`config.mk`:
```
export PLATFORM = sky130hd
export DESIGN_NAME = lenet_layer_sched
export DESIGN_NICKNAME = d
export VERILOG_FILES = /design/src/rtl/lenet_pkg.sv /design/src/rtl/lenet_wdog.sv /design/src/rtl/lenet_layer_sched.sv
export SDC_FILE = /design/constraint.sdc
export NUM_CORES = 1
export LEC_CHECK = 0
export ABC_CLOCK_PERIOD_IN_PS = 4700
export CAP_MARGIN = 20
export CORE_AREA = 2 2 63 65
export CTS_CLUSTER_SIZE = 24
export DETAILED_ROUTE_END_ITERATION = 7
export DIE_AREA = 0 0 65 67
export DONT_BUFFER_PORTS = 1
export PLACE_DENSITY = 0.59
export SYNTH_ARGS = -nofsm -noshare
export SYNTH_HDL_FRONTEND = slang
export SYNTH_SLANG_ARGS = --single-unit
```
`constraint.sdc`:
```
create_clock -name clk -period 4.7 [get_ports clk]
set_input_delay 0.235 -clock clk [delete_from_list [all_inputs] [get_ports clk]]
set_output_delay 0.235 -clock clk [all_outputs]
set_load 0.1 [all_outputs]
```
`src/rtl/lenet_pkg.sv`:
```
// Shared definitions for the LeNet layer sequencer.
// Contents: FSM state encoding, layer index constants, default layer count and a small helper.
package lenet_pkg;

  typedef enum logic [2:0] {
    S_IDLE = 3'd0,
    S_ARM  = 3'd1,
    S_RUN  = 3'd2,
    S_GAP  = 3'd3,
    S_DONE = 3'd4
  } state_t;

  localparam int L_CONV1 = 0;
  localparam int L_POOL1 = 1;
  localparam int L_CONV2 = 2;
  localparam int L_POOL2 = 3;
  localparam int L_FC1   = 4;
  localparam int L_FC2   = 5;

  localparam int LENET_NUM_LAYERS = 6;

  function automatic int max2(input int a, input int b);
    return (a > b) ? a : b;
  endfunction

endpackage

```
`src/rtl/lenet_wdog.sv`:
```
// Run-cycle watchdog for the layer sequencer; only instantiated when LAYER_WDOG_EN is defined.
// Counts enabled cycles and flags expiry on the LIMIT-th one.
module lenet_wdog #(
  parameter int LIMIT = 65535
) (
  input  logic clk,
  input  logic rst,
  input  logic clr,
  input  logic en,
  output logic expired
);

  localparam int CW = $clog2(LIMIT + 1);

  logic [CW-1:0] count_reg, count_next;

  // Expiry is combinational so the sequencer can leave RUN on the LIMIT-th cycle.
  assign expired = en && !clr && (count_reg == CW'(LIMIT - 1));

  always_comb begin
    count_next = count_reg;
    if (clr)
      count_next = '0;
    else if (en && !expired)
      count_next = count_reg + 1'b1;
  end

  always_ff @(posedge clk or negedge rst) begin
    if (!rst)
      count_reg <= '0;
    else
      count_reg <= count_next;
  end

endmodule

```
`src/rtl/lenet_layer_sched.sv`:
```
// Layer sequencer: enables each LeNet layer in turn with a finish mask after arming and a low gap.
// Optional per-layer RUN watchdog is built when LAYER_WDOG_EN is defined.
module lenet_layer_sched
  import lenet_pkg::*;
#(
  parameter int NUM_LAYERS = LENET_NUM_LAYERS,
  parameter int ARM_CYCLES = 2,
  parameter int GAP_CYCLES = 2,
  parameter int WDOG_LIMIT = 65535,
  localparam int LW = (NUM_LAYERS > 1) ? $clog2(NUM_LAYERS) : 1
) (
  input  logic                  clk,
  input  logic                  rst,
  input  logic                  start,
  input  logic                  abort,
  input  logic [NUM_LAYERS-1:0] layer_finish,
  output logic [NUM_LAYERS-1:0] layer_en,
  output logic [LW-1:0]         cur_layer,
  output logic                  busy,
  output logic                  done,
  output logic [15:0]           frame_cnt,
  output logic                  err_timeout
);

  localparam int CW = $clog2(max2(ARM_CYCLES, GAP_CYCLES) + 1);

  state_t                state_reg, state_next;
  logic [LW-1:0]         cur_reg, cur_next;
  logic [CW-1:0]         cnt_reg, cnt_next;
  logic [NUM_LAYERS-1:0] layer_en_reg, layer_en_next;
  logic                  busy_reg, busy_next;
  logic                  done_reg, done_next;
  logic [15:0]           frame_cnt_reg, frame_cnt_next;
  logic                  run_next;
  logic                  finish_sel;
  logic                  wdog_expired;

  // In RUN the enable register is one-hot on the current layer, so it doubles as the finish select.
  assign finish_sel = |(layer_finish & layer_en_reg);

`ifdef LAYER_WDOG_EN
  logic err_reg, err_next;

  lenet_wdog #(
    .LIMIT (WDOG_LIMIT)
  ) u_wdog (
    .clk     (clk),
    .rst     (rst),
    .clr     (state_reg != S_RUN),
    .en      (state_reg == S_RUN),
    .expired (wdog_expired)
  );

  always_comb begin
    err_next = err_reg;
    if (!abort && state_reg == S_IDLE && start)
      err_next = 1'b0;
    else if (!abort && state_reg == S_RUN && wdog_expired)
      err_next = 1'b1;
  end

  always_ff @(posedge clk or negedge rst) begin
    if (!rst)
      err_reg <= 1'b0;
    else
      err_reg <= err_next;
  end

  assign err_timeout = err_reg;
`else
  assign wdog_expired = 1'b0;
  assign err_timeout  = 1'b0;
`endif

  always_ff @(posedge clk or negedge rst) begin
    if (!rst) begin
      state_reg <= S_IDLE;
      cur_reg   <= '0;
      cnt_reg   <= '0;
    end else begin
      state_reg <= state_next;
      cur_reg   <= cur_next;
      cnt_reg   <= cnt_next;
    end
  end

  always_comb begin
    state_next = state_reg;
    cur_next   = cur_reg;
    cnt_next   = cnt_reg;
    if (abort) begin
      state_next = S_IDLE;
    end else begin
      case (state_reg)
        S_IDLE: begin
          if (start) begin
            state_next = S_ARM;
            cur_next   = '0;
            cnt_next   = '0;
          end
        end
        S_ARM: begin
          if (cnt_reg == CW'(ARM_CYCLES - 1)) begin
            state_next = S_RUN;
            cnt_next   = '0;
          end else begin
            cnt_next = cnt_reg + 1'b1;
          end
        end
        S_RUN: begin
          if (wdog_expired) begin
            state_next = S_IDLE;
          end else if (finish_sel) begin
            state_next = S_GAP;
            cnt_next   = '0;
          end
        end
        S_GAP: begin
          if (cnt_reg == CW'(GAP_CYCLES - 1)) begin
            cnt_next = '0;
            if (cur_reg == LW'(NUM_LAYERS - 1)) begin
              state_next = S_DONE;
            end else begin
              cur_next   = cur_reg + 1'b1;
              state_next = S_ARM;
            end
          end else begin
            cnt_next = cnt_reg + 1'b1;
          end
        end
        S_DONE:  state_next = S_IDLE;
        default: state_next = S_IDLE;
      endcase
    end
  end

  // Outputs are precomputed from the next state so every port comes straight from a flop.
  always_comb begin
    run_next       = (state_next == S_ARM) || (state_next == S_RUN);
    busy_next      = (state_next != S_IDLE);
    done_next      = (state_next == S_DONE);
    frame_cnt_next = frame_cnt_reg;
    if (state_reg == S_DONE && !abort)
      frame_cnt_next = frame_cnt_reg + 16'd1;
  end

  generate
    for (genvar gi = 0; gi < NUM_LAYERS; gi++) begin : g_en
      assign layer_en_next[gi] = run_next && (cur_next == LW'(gi));
    end
  endgenerate

  always_ff @(posedge clk or negedge rst) begin
    if (!rst) begin
      layer_en_reg  <= '0;
      busy_reg      <= 1'b0;
      done_reg      <= 1'b0;
      frame_cnt_reg <= '0;
    end else begin
      layer_en_reg  <= layer_en_next;
      busy_reg      <= busy_next;
      done_reg      <= done_next;
      frame_cnt_reg <= frame_cnt_next;
    end
  end

  assign layer_en  = layer_en_reg;
  assign cur_layer = cur_reg;
  assign busy      = busy_reg;
  assign done      = done_reg;
  assign frame_cnt = frame_cnt_reg;

endmodule

```
Word-level counts from Yosys, hierarchy flattened
Index checks and enable logic that the tools add are counted. Widths: inputs -> output; s select.

Bits in registers: 32. Input bits: 10. Output and inout port bits: 28. Logic and storage cells: 60.

$add $sub $neg: 3. Equal/unequal tests: 16. Multiplexer cells: 16. Bitwise gates (word level): 2. Reduce and logical (&&, ||, !) cells: 16.

Operators with widths (count): $mux 3 (10); $add 16x1->16 const B (1); $eq 3x2->1 const B (5); $eq 3x3->1 const B (5); $pmux 3 s4 (1); $eq 3x1->1 const B (3); $logic_and 1x1->1 (7); $and 6x6->6 (1); $logic_not 3->1 (2); $mux 2 (3); $pmux 2 s3 (1); $pmux 3 s2 (1); $reduce_bool 3->1 (2); $reduce_or 6->1 (1); $ne 2x2->1 const B (2); $reduce_and 4->1 (1); $add 3x1->3 const B (1); $add 2x1->2 const B (1); $eq 2x1->1 const B (1); $reduce_or 2->1 (1); $logic_not 1->1 (1); $logic_or 1x1->1 (1); $not 1->1 (1).

Logic depth before layout (Yosys ltp)
Depth after elaboration: 8. Gate-level depth with buffers: 7. Depth with buffers taken out: 7.

Least setup slack after synthesis
Ideal clock, no wire load.

Path type: reg2reg. Start point: register cur_reg[1], in the netlist cur_layer[1]. End point: register layer_en_reg[4], in the netlist layer_en[4]. Setup time: 106 ps. Data arrival time: 2303 ps. Required time: 4594 ps. Path slack: 2291 ps. Cell stages (with the launch flop): 8. Path buffers: 0. Period minus slack after synthesis: 2409 ps. Path through: dfrtp_1 > inv_1 > ha_1 > a21boi_0 > o22ai_1 > a211oi_2 > mux2i_1 > nor4b_1.

Word-level cells in the longest chain between the ends: 8. Elaborated cells on any way between the ends: 16. Those cells by class: add/sub: 1; eq/ne: 4; mux: 9; reduce/logical: 2.

Ends and longest elaborated chain: start, declared (line lenet_layer_sched.sv:28) `logic [LW-1:0] cur_reg, cur_next;`; start signal, assigned (line lenet_layer_sched.sv:82) `cur_reg <= cur_next;`; $eq 3x3->1 * (line lenet_layer_sched.sv:121) `if (cur_reg == LW'(NUM_LAYERS - 1)) begin`; $mux 3 * (line lenet_layer_sched.sv:121); $mux 3 * (line lenet_layer_sched.sv:119) `if (cnt_reg == CW'(GAP_CYCLES - 1)) begin`; $pmux 3 s4 * (line lenet_layer_sched.sv:94) `case (state_reg)`; $mux 3 * (line lenet_layer_sched.sv:91) `if (abort) begin`; via state_next[0] (line lenet_layer_sched.sv:27) `state_t state_reg, state_next;`; $eq 3x1->1 or $eq 3x2->1 (tied branches) (line lenet_layer_sched.sv:139) `run_next = (state_next == S_ARM) || (state_next == S_RUN);`; $logic_or 1x1->1 * (line lenet_layer_sched.sv:139); $logic_and 1x1->1 * (line lenet_layer_sched.sv:149) `assign layer_en_next[gi] = run_next && (cur_next == LW'(gi));`; via layer_en_next[4] (line lenet_layer_sched.sv:30) `logic [NUM_LAYERS-1:0] layer_en_reg, layer_en_next;`; end signal, assigned (line lenet_layer_sched.sv:160) `layer_en_reg <= layer_en_next;`; end, declared (line lenet_layer_sched.sv:30).

Mark *: on every way through the listed nets, which the timed path passes. The rest lies on a longest branch. A chain may end at the register's enable or synchronous reset.

Final worst setup path
Start point: register cur_reg[1], in the netlist cur_layer[1]. End point: register layer_en_reg[2], in the netlist layer_en[2].

Same word-level chain as after synthesis.

==> results.cfg <==
[status]
status = completed

[critical_path]
required_ns = 4.87
cp.arrival_ns = 2.92
crit_path_start_kind = flop
critPathLaunch = cur_layer[1]$_DFF_PN0_
worst-setup-path-type = flop to flop
r2r-start = cur_layer[1]$_DFF_PN0_
critPathCaptureType = flop
reg2regPathDepth = 7
r2r_slack_ns = 1.95
worstSetupEndpoint = layer_en[2]$_DFF_PN0_
r2r_end = layer_en[2]$_DFF_PN0_
critPathMaxFanout = 6

[place]
gp_congestion = 0.808
place_area_sq_um = 1610
hpwlAfterDp_microns = 2170
post-place-ws_ns = 2.00
io_buffer_count = 0

[floorplan]
die_area_sq_um = 4360
fp.dieW_microns = 65
die_y_microns = 67
fp-row-count = 22
ios = 38
initial_core_util_pct = 44.0
core-area_sq_um = 3610

[clocking]
cts_tree = done
htreeDepth = 2
cts_buffers = 5
cts_setup_buffers = 0
clk_pin_slew_ns = 0.07
clock_latency_ns = 0.28
clkSinkCount = 32
clock-root-buffer = clkbuf_8
cts_max_path_buffers = 2

[synth]
synth_ff_type = dfrtp_1
synth-async-reset-ratio_pct = 100
synthSimpleGateAreaFrac_pct = 23.0
synth_compound_area_share_pct = 11.0
synth_cell_type_count = 45
netlist_area_sq_um = 1590
synth_adder_area_share_pct = 2.37
synthTopCellsByArea = dfrtp_1 51%, xnor2_1 6.1%, nand2_1 3.1%
yosys-mux-area-fraction_pct = 1.34
syn_area_per_cell_sq_um = 11.7
synth_fp_nets = 149
synth_top_family_by_area = simple AND/OR/NAND/NOR gates
ys_seq_elements = 32
synth_top_area_share_pct = 50.5
yosys_warnings = 0
synth-xor-area-share_pct = 8.84
seq_area_frac_synth_pct = 50.5
synth_area_leader_cell = dfrtp_1
synth_edf_count = 0
synthCells = 136

[finish]
syn_to_final_growth_pct = 11.7
largest_register_ffs = 16
fillers = 331
insertedDiodeCount = 0
fin_util_pct = 49.1
drive_gt1_share_pct = 16.9
final_area_sq_um = 1770
regArea_sq_um = 801
multi_input_area_sq_um = 742
final_nets = 154

[timing]
tightest_slew_ns = 1.04
setup_violations = 0
fin_ws_ns = 1.95
clock.fmax_mhz = 363
period_share_pct = 58.6
tns_ns = 0
rsz0062_at_grt = false
hold_viol = 0
period_needed_ns = 2.75
finalClockSkew_ns = 0.00423
drv_slew = 0
relSlewSlack_pct = 30.6

[pwr]
leakagePower_nw = 0.788
power.density_nw_per_um2 = 434
peakVddDrop_v = 0.000229

[job]
drv_cap = 0

[global_routing]
grt_max_degree = 33
grt_pass1_wl_microns = 5000
grt-ovfl-total = 0
track_usage_pct = 15.7
grt_pass1_vias = 1044
antenna_found_initial = 0

[detailed_routing]
wl_per_cell_microns = 15.9
drt-total-wl_microns = 3030
drtIter0Drc = 41
ant_nets = 0
drc = 0
avgViaCountPerCell = 5.47
vias = 1040
drt-pass1-iter-count = 6

[hold_path]
min_path_type = primary input to flop
[repair_timing]
item	CTS	global route
hold buffers	2	0
resized for setup	0	0
endpoints found under the hold margin	32	0
[cell usage after synthesis (all sizes together), types with 4 or more instances]
cell type	count
xor2	5
and3	5
nand2b	4
xnor2	11
nor3	7
dfrtp	32
nand3	6
buf	4
nand2	13
[cell families (layout without fill, tap and decap cells)]
kind of cell | count (synthesis) | in the layout
adders and majority gates | 3 | 3
AOI/OAI and AO/OA | 20 | 20
xor gates and xnor gates | 16 | 16
other | 1 | 1
buffers and inverters | 7 | 13
DFF | 32 | 32
muxes | 2 | 2
and+or+nand+nor | 55 | 55
[area by class of cell]
cell class              instances  area share [%]
flip-flops and latches         32            45.2
clock inverters                 1            1.70
repair buffers                  2            1.70
inverters                       3           0.636
multi-input cells              97            41.9
clock buffers                   7            5.44
well taps                      48            3.39
[power breakdown]
| group | internal, mW | switching (mW) |
|---|---|---|
| clock | 0.187 | 0.0994 |
| combinational | 0.0404 | 0.0592 |
| sequential | 0.290 | 0.0926 |
| total | 0.517 | 0.251 |
[worst max-delay path, stage by stage, from the launching register on]
cell      delay [ns]
dfrtp_1         0.97
inv_1           0.19
ha_1            0.27
a21boi_0        0.17
o22ai_1         0.14
a211oi_2        0.32
mux2i_1         0.26
nor4b_1         0.32
[metrics by stage]
step                power, mW  hold WS (ns)  std cells
floorplan               0.463       -0.0606        136
global placement        0.476       -0.0595        180
detailed placement      0.479       -0.0594        180
CTS                     0.776        0.0169        190
global route            0.805       0.00998        190
finish                  0.768        0.0299        190
[layout by cell type (no fill, tap or decap), types with 3 or more instances in the layout]
cell,count
a22o_1,3
and3_1,5
clkbuf_8,7
dfrtp_1,32
ha_1,3
inv_1,3
nand2_1,13
nand2b_1,4
nand3_1,6
nor2_1,3
nor3_1,4
nor3_2,3
o21a_1,3
xnor2_1,11
xor2_1,5
[how the worst min path moves through the flow]
stage,startpoint,to,slack (ns),depth (start not counted)
after floorplan,rst,busy$_DFF_PN0_,-0.06,0
after global placement,rst,done$_DFF_PN0_,-0.06,0
after detailed placement,rst,done$_DFF_PN0_,-0.06,0
after CTS,abort,state_reg[0]$_DFF_PN0_,0.02,1
after global routing,abort,state_reg[0]$_DFF_PN0_,0.01,1
final,abort,state_reg[0]$_DFF_PN0_,0.03,1
[metal layers]
layer | GRT usage, % | vias up | routed length, microns
li1 | - | 488 | -
met1 | 19.5 | 502 | 1310
met2 | 23.7 | 44 | 1440
met3 | 6.76 | 6 | 246
met4 | 7.18 | 0 | 36
met5 | 0 | - | 0
No activity file was read; power rests on OpenSTA's default activity.
